File: config.mk
export PLATFORM = sky130hd
export DESIGN_NAME = mem_bus_arbiter
export DESIGN_NICKNAME = d
export VERILOG_FILES = /design/src/rtl/mem_bus_arbiter.sv
export SDC_FILE = /design/constraint.sdc
export NUM_CORES = 1
export LEC_CHECK = 0
export BUFFER_PORTS_ARGS = -buffer_cell sky130_fd_sc_hd__buf_2
export CORE_AREA = 2 2 107 109
export CTS_CLUSTER_SIZE = 14
export DETAILED_ROUTE_END_ITERATION = 10
export DIE_AREA = 0 0 109 111
export GPL_ROUTABILITY_DRIVEN = 1
export PLACE_DENSITY_LB_ADDON = 0.1
export SYNTH_ARGS = -nofsm -noshare
export SYNTH_HDL_FRONTEND = slang
export SYNTH_SLANG_ARGS = --single-unit
export TNS_END_PERCENT = 1
File: constraint.sdc
create_clock -name clk -period 2.08 [get_ports clk]
set_clock_uncertainty 0.2 [all_clocks]
set_input_delay 0.312 -clock clk [delete_from_list [all_inputs] [get_ports clk]]
set_output_delay 0.312 -clock clk [all_outputs]
set_load 0.1 [all_outputs]
File: src/rtl/mem_bus_arbiter.sv
// mem_bus_arbiter
// Shares one memory/IO bus between the instruction fetch port and the data port.
// The data port has priority. After MAX_WAIT data grants in a row while fetch is
// waiting, fetch is forced next. A grant that sees no bus_ack for TIMEOUT cycles is
// aborted with a ready pulse, zero read data and tmo_err.
// Every transaction is followed by one IDLE turnaround cycle. A requester can
// therefore drop or change its request after it sees ready.
//
// state | meaning
// ------+--------------------------------------------------------------
// IDLE  | bus released; arbitration decision registered for next cycle
// GNT_I | fetch port owns the bus; bus_req held until ack or timeout
// GNT_D | data port owns the bus; bus_req held until ack or timeout

module mem_bus_arbiter #(
    parameter int AW       = 32,
    parameter int DW       = 32,
    parameter int MAX_WAIT = 4,
    parameter int TIMEOUT  = 15
) (
    input  logic          clk,
    input  logic          rst,

    input  logic          if_req,
    input  logic [AW-1:0] if_addr,
    output logic [DW-1:0] if_rdata,
    output logic          if_ready,

    input  logic          d_req,
    input  logic          d_we,
    input  logic [1:0]    d_wl,
    input  logic [AW-1:0] d_addr,
    input  logic [DW-1:0] d_wdata,
    output logic [DW-1:0] d_rdata,
    output logic          d_ready,

    output logic          bus_req,
    output logic          bus_we,
    output logic [1:0]    bus_wl,
    output logic [AW-1:0] bus_addr,
    output logic [DW-1:0] bus_wdata,
    input  logic [DW-1:0] bus_rdata,
    input  logic          bus_ack,

    output logic          stall_if,
    output logic          stall_mem,
    output logic          tmo_err
);

    localparam int TW = $clog2(TIMEOUT + 1);
    localparam int SW = $clog2(MAX_WAIT + 1);

    localparam logic [TW-1:0] TMO_LAST  = TW'(TIMEOUT - 1);
    localparam logic [SW-1:0] STARVE_MAX = SW'(MAX_WAIT);
    localparam logic [1:0]    WL_WORD    = 2'b10;

    typedef enum logic [1:0] {
        IDLE  = 2'd0,
        GNT_I = 2'd1,
        GNT_D = 2'd2
    } state_t;

    state_t        state;
    state_t        state_nxt;
    logic [SW-1:0] starve_cnt;
    logic [SW-1:0] starve_nxt;
    logic [TW-1:0] tmo_cnt;
    logic [TW-1:0] tmo_nxt;
    logic          load_i;
    logic          load_d;
    logic          gnt_done;
    logic          tmo_hit;

    // State and arbitration counters.
    always_ff @(posedge clk or negedge rst) begin
        if (!rst) begin
            state      <= IDLE;
            starve_cnt <= '0;
            tmo_cnt    <= '0;
        end else begin
            state      <= state_nxt;
            starve_cnt <= starve_nxt;
            tmo_cnt    <= tmo_nxt;
        end
    end

    // Next-state logic: arbitration in IDLE, then ack/timeout completion in the grant states.
    always_comb begin
        state_nxt  = state;
        starve_nxt = starve_cnt;
        tmo_nxt    = tmo_cnt;
        load_i     = 1'b0;
        load_d     = 1'b0;
        gnt_done   = 1'b0;
        tmo_hit    = 1'b0;
        case (state)
            IDLE: begin
                tmo_nxt = '0;
                if (d_req && ((starve_cnt < STARVE_MAX) || !if_req)) begin
                    state_nxt = GNT_D;
                    load_d    = 1'b1;
                    if (!if_req) begin
                        starve_nxt = '0;
                    end else if (starve_cnt != STARVE_MAX) begin
                        starve_nxt = starve_cnt + SW'(1);
                    end
                end else if (if_req) begin
                    state_nxt  = GNT_I;
                    load_i     = 1'b1;
                    starve_nxt = '0;
                end else begin
                    starve_nxt = '0;
                end
            end
            GNT_I, GNT_D: begin
                // An ack in the expiry cycle counts as a normal completion.
                if (bus_ack) begin
                    gnt_done  = 1'b1;
                    state_nxt = IDLE;
                end else if (tmo_cnt == TMO_LAST) begin
                    gnt_done  = 1'b1;
                    tmo_hit   = 1'b1;
                    state_nxt = IDLE;
                end else begin
                    tmo_nxt = tmo_cnt + TW'(1);
                end
            end
            default: begin
                state_nxt = IDLE;
            end
        endcase
    end

    // Capture the granted port's request on grant entry. The bus then stays stable for the whole grant.
    // A fetch puts zero on the write-data lines because it has no write data of its own.
    always_ff @(posedge clk or negedge rst) begin
        if (!rst) begin
            bus_we    <= 1'b0;
            bus_wl    <= 2'b00;
            bus_addr  <= '0;
            bus_wdata <= '0;
        end else if (load_d) begin
            bus_we    <= d_we;
            bus_wl    <= d_wl;
            bus_addr  <= d_addr;
            bus_wdata <= d_wdata;
        end else if (load_i) begin
            bus_we    <= 1'b0;
            bus_wl    <= WL_WORD;
            bus_addr  <= if_addr;
            bus_wdata <= '0;
        end
    end

    // Port handshakes. Both come straight from the current grant and bus_ack, so they need no extra cycle.
    always_comb begin
        bus_req   = (state == GNT_I) || (state == GNT_D);
        if_ready  = (state == GNT_I) && gnt_done;
        d_ready   = (state == GNT_D) && gnt_done;
        if_rdata  = ((state == GNT_I) && bus_ack) ? bus_rdata : '0;
        d_rdata   = ((state == GNT_D) && bus_ack) ? bus_rdata : '0;
        tmo_err   = tmo_hit;
        stall_if  = if_req && !if_ready;
        stall_mem = d_req && !d_ready;
    end

endmodule

-- After elaboration in Yosys (flattened, before gate mapping)
Index checks and enable logic that the tools add are counted.
- add/sub/neg operators: 2
- order comparisons: 1
- reduce and logical (&&, ||, !) cells: 19
- mux-type cells: 31
- equal/unequal tests: 9
- operators by type and width (cell ; count):
    32-bit two-way mux ; 6
    1-bit two-way mux ; 12
    2-bit two-way mux ; 6
    3-bit two-way mux ; 3
    3-bit inequality test (second input constant) ; 3
    4-bit two-way mux ; 2
    4-bit case mux with 2 select lines ; 1
    1-bit logical AND ; 7
    4-bit by 1-bit adder with 4-bit output (second input constant) ; 1
    4-bit == test (second input constant) ; 1
    2-bit inequality test (second input constant) ; 2
    2-bit case mux with 2 select lines ; 1
    2-bit AND reduction ; 2
    2-bit nonzero test ; 2
    3-bit by 1-bit adder with 3-bit output (second input constant) ; 1
    1-bit zero test ; 3
    3-bit less-than comparator (second input constant) ; 1
    3-bit by 2-bit inequality test with 1-bit output (second input constant) ; 1
    3-bit AND reduction ; 1
    2-bit by 1-bit == test with 1-bit output (second input constant) ; 1
    2-bit == test (second input constant) ; 1
    2-bit zero test ; 1
    1-bit logical OR ; 2
    2-bit OR reduction ; 1
- output and inout port bits: 137
- register bits after elaboration: 76

-- Logic depth before layout (Yosys ltp)
- depth after elaboration: 7
- mapped depth: 7
- gate-level depth less buffers: 5

-- Worst setup path after synthesis
OpenSTA, ideal clock, no wires.
- path kind: flip-flop to output port
- start: register state[1]
- end: output port stall_if
- slack: -2.128 ns
- cell stages (with the launch flop): 6
- arrival time: 3.696 ns
- data required time: 1.568 ns
- buffers on the path: 0
- path through: dfrtp_1 > inv_1 > ha_1 > nand2_1 > nor2_1 > nor2_1
- word-level cells in the longest chain between the ends: 6
- elaborated cells on any way between the ends: 7
- classes of those cells: 2 x eq/ne; 1 x mux; 4 x reduce/logical
- RTL lines (what ; line ; text):
    start, declared ; 63 ; state_t state;
    start signal, assigned ; 81 ; state <= state_nxt;
    2-bit by 1-bit == test with 1-bit output or 2-bit == test (tied branches) ; 96, 158 ;
    2-bit OR reduction ; 96 ; case (state)
    1-bit two-way mux ; 96 ;
    1-bit logical AND (*) ; 158 ; if_ready = (state == GNT_I) && gnt_done;
    named net if_ready ; 27 ; output logic if_ready,
    1-bit zero test (*) ; 163 ; stall_if = if_req && !if_ready;
    1-bit logical AND (*) ; 163 ;
    end, declared ; 45 ; output logic stall_if,
The timed path passes the listed nets; every way through them passes the cells marked *.

-- Worst setup path after layout
- start: register state[1]
- end: output port stall_mem
- word-level cells in the longest chain between the ends: 6
- elaborated cells on any way between the ends: 7
- classes of those cells: 2 x eq/ne; 1 x mux; 4 x reduce/logical
- RTL lines (what ; line ; text):
    2-bit by 1-bit == test with 1-bit output or 2-bit == test (tied branches) ; 96, 159 ;
    2-bit OR reduction ; 96 ;
    1-bit two-way mux ; 96 ;
    1-bit logical AND (*) ; 159 ; d_ready = (state == GNT_D) && gnt_done;
    1-bit zero test (*) ; 164 ; stall_mem = d_req && !d_ready;
    1-bit logical AND (*) ; 164 ;
    end, declared ; 46 ; output logic stall_mem,
Every way passes the cells marked *; elsewhere a longest branch is shown, timed or not.

==> summary.md <==
| Metric | Value |
|---|---|
| First-pass GRT wire length | `24400 µm` |
| Met1 Wirelength | `5710 µm` |
| Max incr delay on CP | `about 400 ps` |
| Post-layout minimum cycle time | `around 2100 ps` |
| Crit Path Class | `reg -> out` |
| Wire per inst | `about 19 µm` |
| Highest metal used | `met4` |
| Crit-path slowest cell | `dfrtp_1` |
| Syn. warnings | `0` |
| Syn_nets | `between 500 and 600` |
| Detailed Route Iter0 Violations | `475` |
| WHS | `3.63 ps` |
| Synthesized instance count | `409` |
| I/O pin total | `between 200 and 300` |
| WL met3 | `roughly 1200 µm` |
| Syn Std Cell Area | `roughly 0.004 mm²` |
| R2R Path End | `bus_addr[17]$_DFFE_PN0P_` |
| Final Setup Violations | `53` |
| Clock Tree Buf Depth | `2` |
| Worst setup SP type | `register` |
| HP Start | `d_wdata[7]` |
| WHS Endpoint | `bus_wdata[7]$_DFFE_PN0P_` |
| Area Growth Syn to Fin | `89.8%` |
| Failing checks | `setup timing` |
| Root buf cell | `clkbuf_16` |
| Required time worst endpoint | `~1600 ps` |
| Avg Vias per Cell | `about 5.5` |
| GRT Residual Overflow | `0` |
| Type of the worst min-delay path | `in -> reg` |
| Fin worst setup slack | `-58.3 ps` |
| Mean Syn Cell Area | `between 9 and 10 µm²` |
| Flops & latches, synth | `76` |
| Post-DRT Antenna Nets | `0` |
| Core ar. | `0.0111 mm²` |
| First-pass DRT Iterations | `5` |
| Worst reg-to-reg path cell count | `6` |
| Unrepaired setup endpoints after global routing | `yes` |
| Max Slew Vio Count | `0` |
| Clk sinks | `76` |
| IO buf count | `about 270` |
| Detailed route wirelength on metal2 | `between 8000 and 9000 µm` |
| Post-synth ARST share | `between 90% and 100%` |
| GP Congestion | `~0.9` |
| Unique cell type count in the Yosys netlist | `34` |
| GRT Resource Usage Total | `around 26%` |
| Post-synth EDFFs | `0` |
| CP Launch Point | `state[1]$_DFFE_PN0P_` |
| Vias in the first global route | `4684` |
| Synth Flop Type | `dfrtp_1` |
| Initial antenna violation count | `3` |
| Worst slew pin tran | `516 ps` |
| Total number of vias | `4539` |
| Worst reg2reg startpoint | `state[0]$_DFFE_PN0P_` |
| HPWL after DPL | `between 10000 and 15000 µm` |
| Layout cells sized above 1 | `58.2%` |
| Width of the die | `109 µm` |
| CP Max Fanout | `3` |
| Fmax | `between 400 and 500 MHz` |
| Initial Util | `a little over a third` |
| Worst-Skew Late Latency | `between 300 and 400 ps` |
| Tcrit/Tclk final | `103%` |
| Arrival @ worst endpoint | `approximately 1600 ps` |
| Die height | `~110 µm` |
| Crit path cell chain | `buf_6 > ha_4 > buf_4 > nand2_4 > nor2_4 > nor2b_4 > buf_12` |
| Die area | `0.0121 mm²` |
| Number of buffers created by CTS | `9` |
| Final nets | `822` |
| DRC viols | `0` |
| Hold path depth | `2` |
| Seq/Total Area, Yosys | `between 40 and 50%` |
| Largest net degree at the start of global routing | `between 60 and 70` |
| Row count | `39` |
| Status | `complete, but fails checks` |
| CTS clk-pin slew, worst paths | `about 60 ps` |
| Hold Vio Cnt, Final | `0` |
| R2R setup slack | `200 ps` |
| Final WL | `between 15000 and 20000 µm` |
| Max Cap Violations | `0` |
| H-tree Lvls | `3` |
| Max-slew headroom | `~66%` |
| CTS tree | `yes` |
| Crit path capture type | `primary output` |
[flip-flops by register name, summed over array words and instances, names as in the netlist]
signal and flops:
bus_wdata 32, starve_cnt 3, bus_wl 2, state 2, bus_we 1, bus_addr 32
tmo_cnt 4
[cells by family after synthesis]
group           Yosys count  share of synthesized area, %
compound gates          149                          27.1
buf+inv                  57                          6.57
flops                    76                          47.8
simple gates            119                          16.1
mux                       1                         0.283
fa+ha+maj                 7                          2.20
[synthesized netlist by cell type (5+ instances only)]
library cell,count,area (µm²)
o21ai_1,11,55.1
and3_1,66,413
o2111ai_1,32,280
clkbuf_1,31,116
a22o_1,37,324
dfrtp_1,76,1900
nand2_1,5,18.8
a31oi_1,33,206
o21ai_0,23,115
inv_1,9,33.8
nor2_1,37,139
buf_2,10,50.1
ha_1,7,87.6
[per-layer routing]
| metal | vias to the layer above | track usage, % |
|---|---|---|
| met4 | 0 | 11.0 |
| li1 | 2108 | - |
| met5 | - | 0 |
| met2 | 210 | 44.6 |
| met1 | 2186 | 28.9 |
| met3 | 35 | 7.23 |
[critical path: cells and delay by family (launching register included)]
kind / cells / cell delay (ps)
buf+inv: 3 / 460
flops: 1 / 400
simple gates: 3 / 260
fa+ha+maj: 1 / 180
[stage by stage]
step	setup WS, ps	cell area, µm²	TNS (ps)	instances	utilization, %
6_report	-58.3	7550	-1820	830	68.2
4_1_cts	-58.0	7440	-1830	827	67.2
3_5_place_dp	148	6640	0	795	59.9
3_3_place_gp	172	6640	0	795	59.9
2_1_floorplan	-241	4050	-11170	409	-
5_1_grt	-133	7550	-5630	830	68.2
[worst max-delay path by stage]
stage	endpoint	slack, ps	cells after the start
2_1_floorplan	stall_if	-240	5
6_report	stall_mem	-60	7
3_3_place_gp	stall_if	170	5
5_1_grt	stall_mem	-130	7
4_1_cts	stall_mem	-60	7
3_5_place_dp	stall_if	150	5
[area by class of cell]
type / instances / area [µm²]
fillers: 852 / 3520
repair buffers: 307 / 2850
multi-input cells: 276 / 2250
flip-flops and latches: 76 / 1900
clock buffers: 10 / 239
well taps: 143 / 179
clock inverters: 6 / 93.8
inverters: 9 / 33.8
diodes: 3 / 7.51
[cell usage in the layout (no fill, tap or decap), types with 3 or more instances in the layout]
cell / count
buf_2: 201
buf_12: 77
dfrtp_1: 76
and3_4: 63
a22o_1: 37
nor2_1: 33
o2111ai_1: 32
a31oi_1: 32
o21ai_0: 23
buf_4: 17
o21ai_1: 11
clkbuf_16: 9
inv_1: 7
dlygate4sd3_1: 7
nor2_4: 5
diode_2: 3
and3_1: 3
nand2_1: 3
a21oi_1: 3
ha_4: 3
ha_1: 3
buf_16: 3
[timing repair]
item,in CTS,in global routing
resized for setup,55,21
buffers inserted,6,0
endpoints found under the setup margin,69,69
hold buffers,7,0
pin swaps,36,22
endpoints found under the hold margin,43,0
cloned,3,0
Power is not shown: default switching activity piles up to over one toggle a cycle in this logic, so the estimate is an artifact.
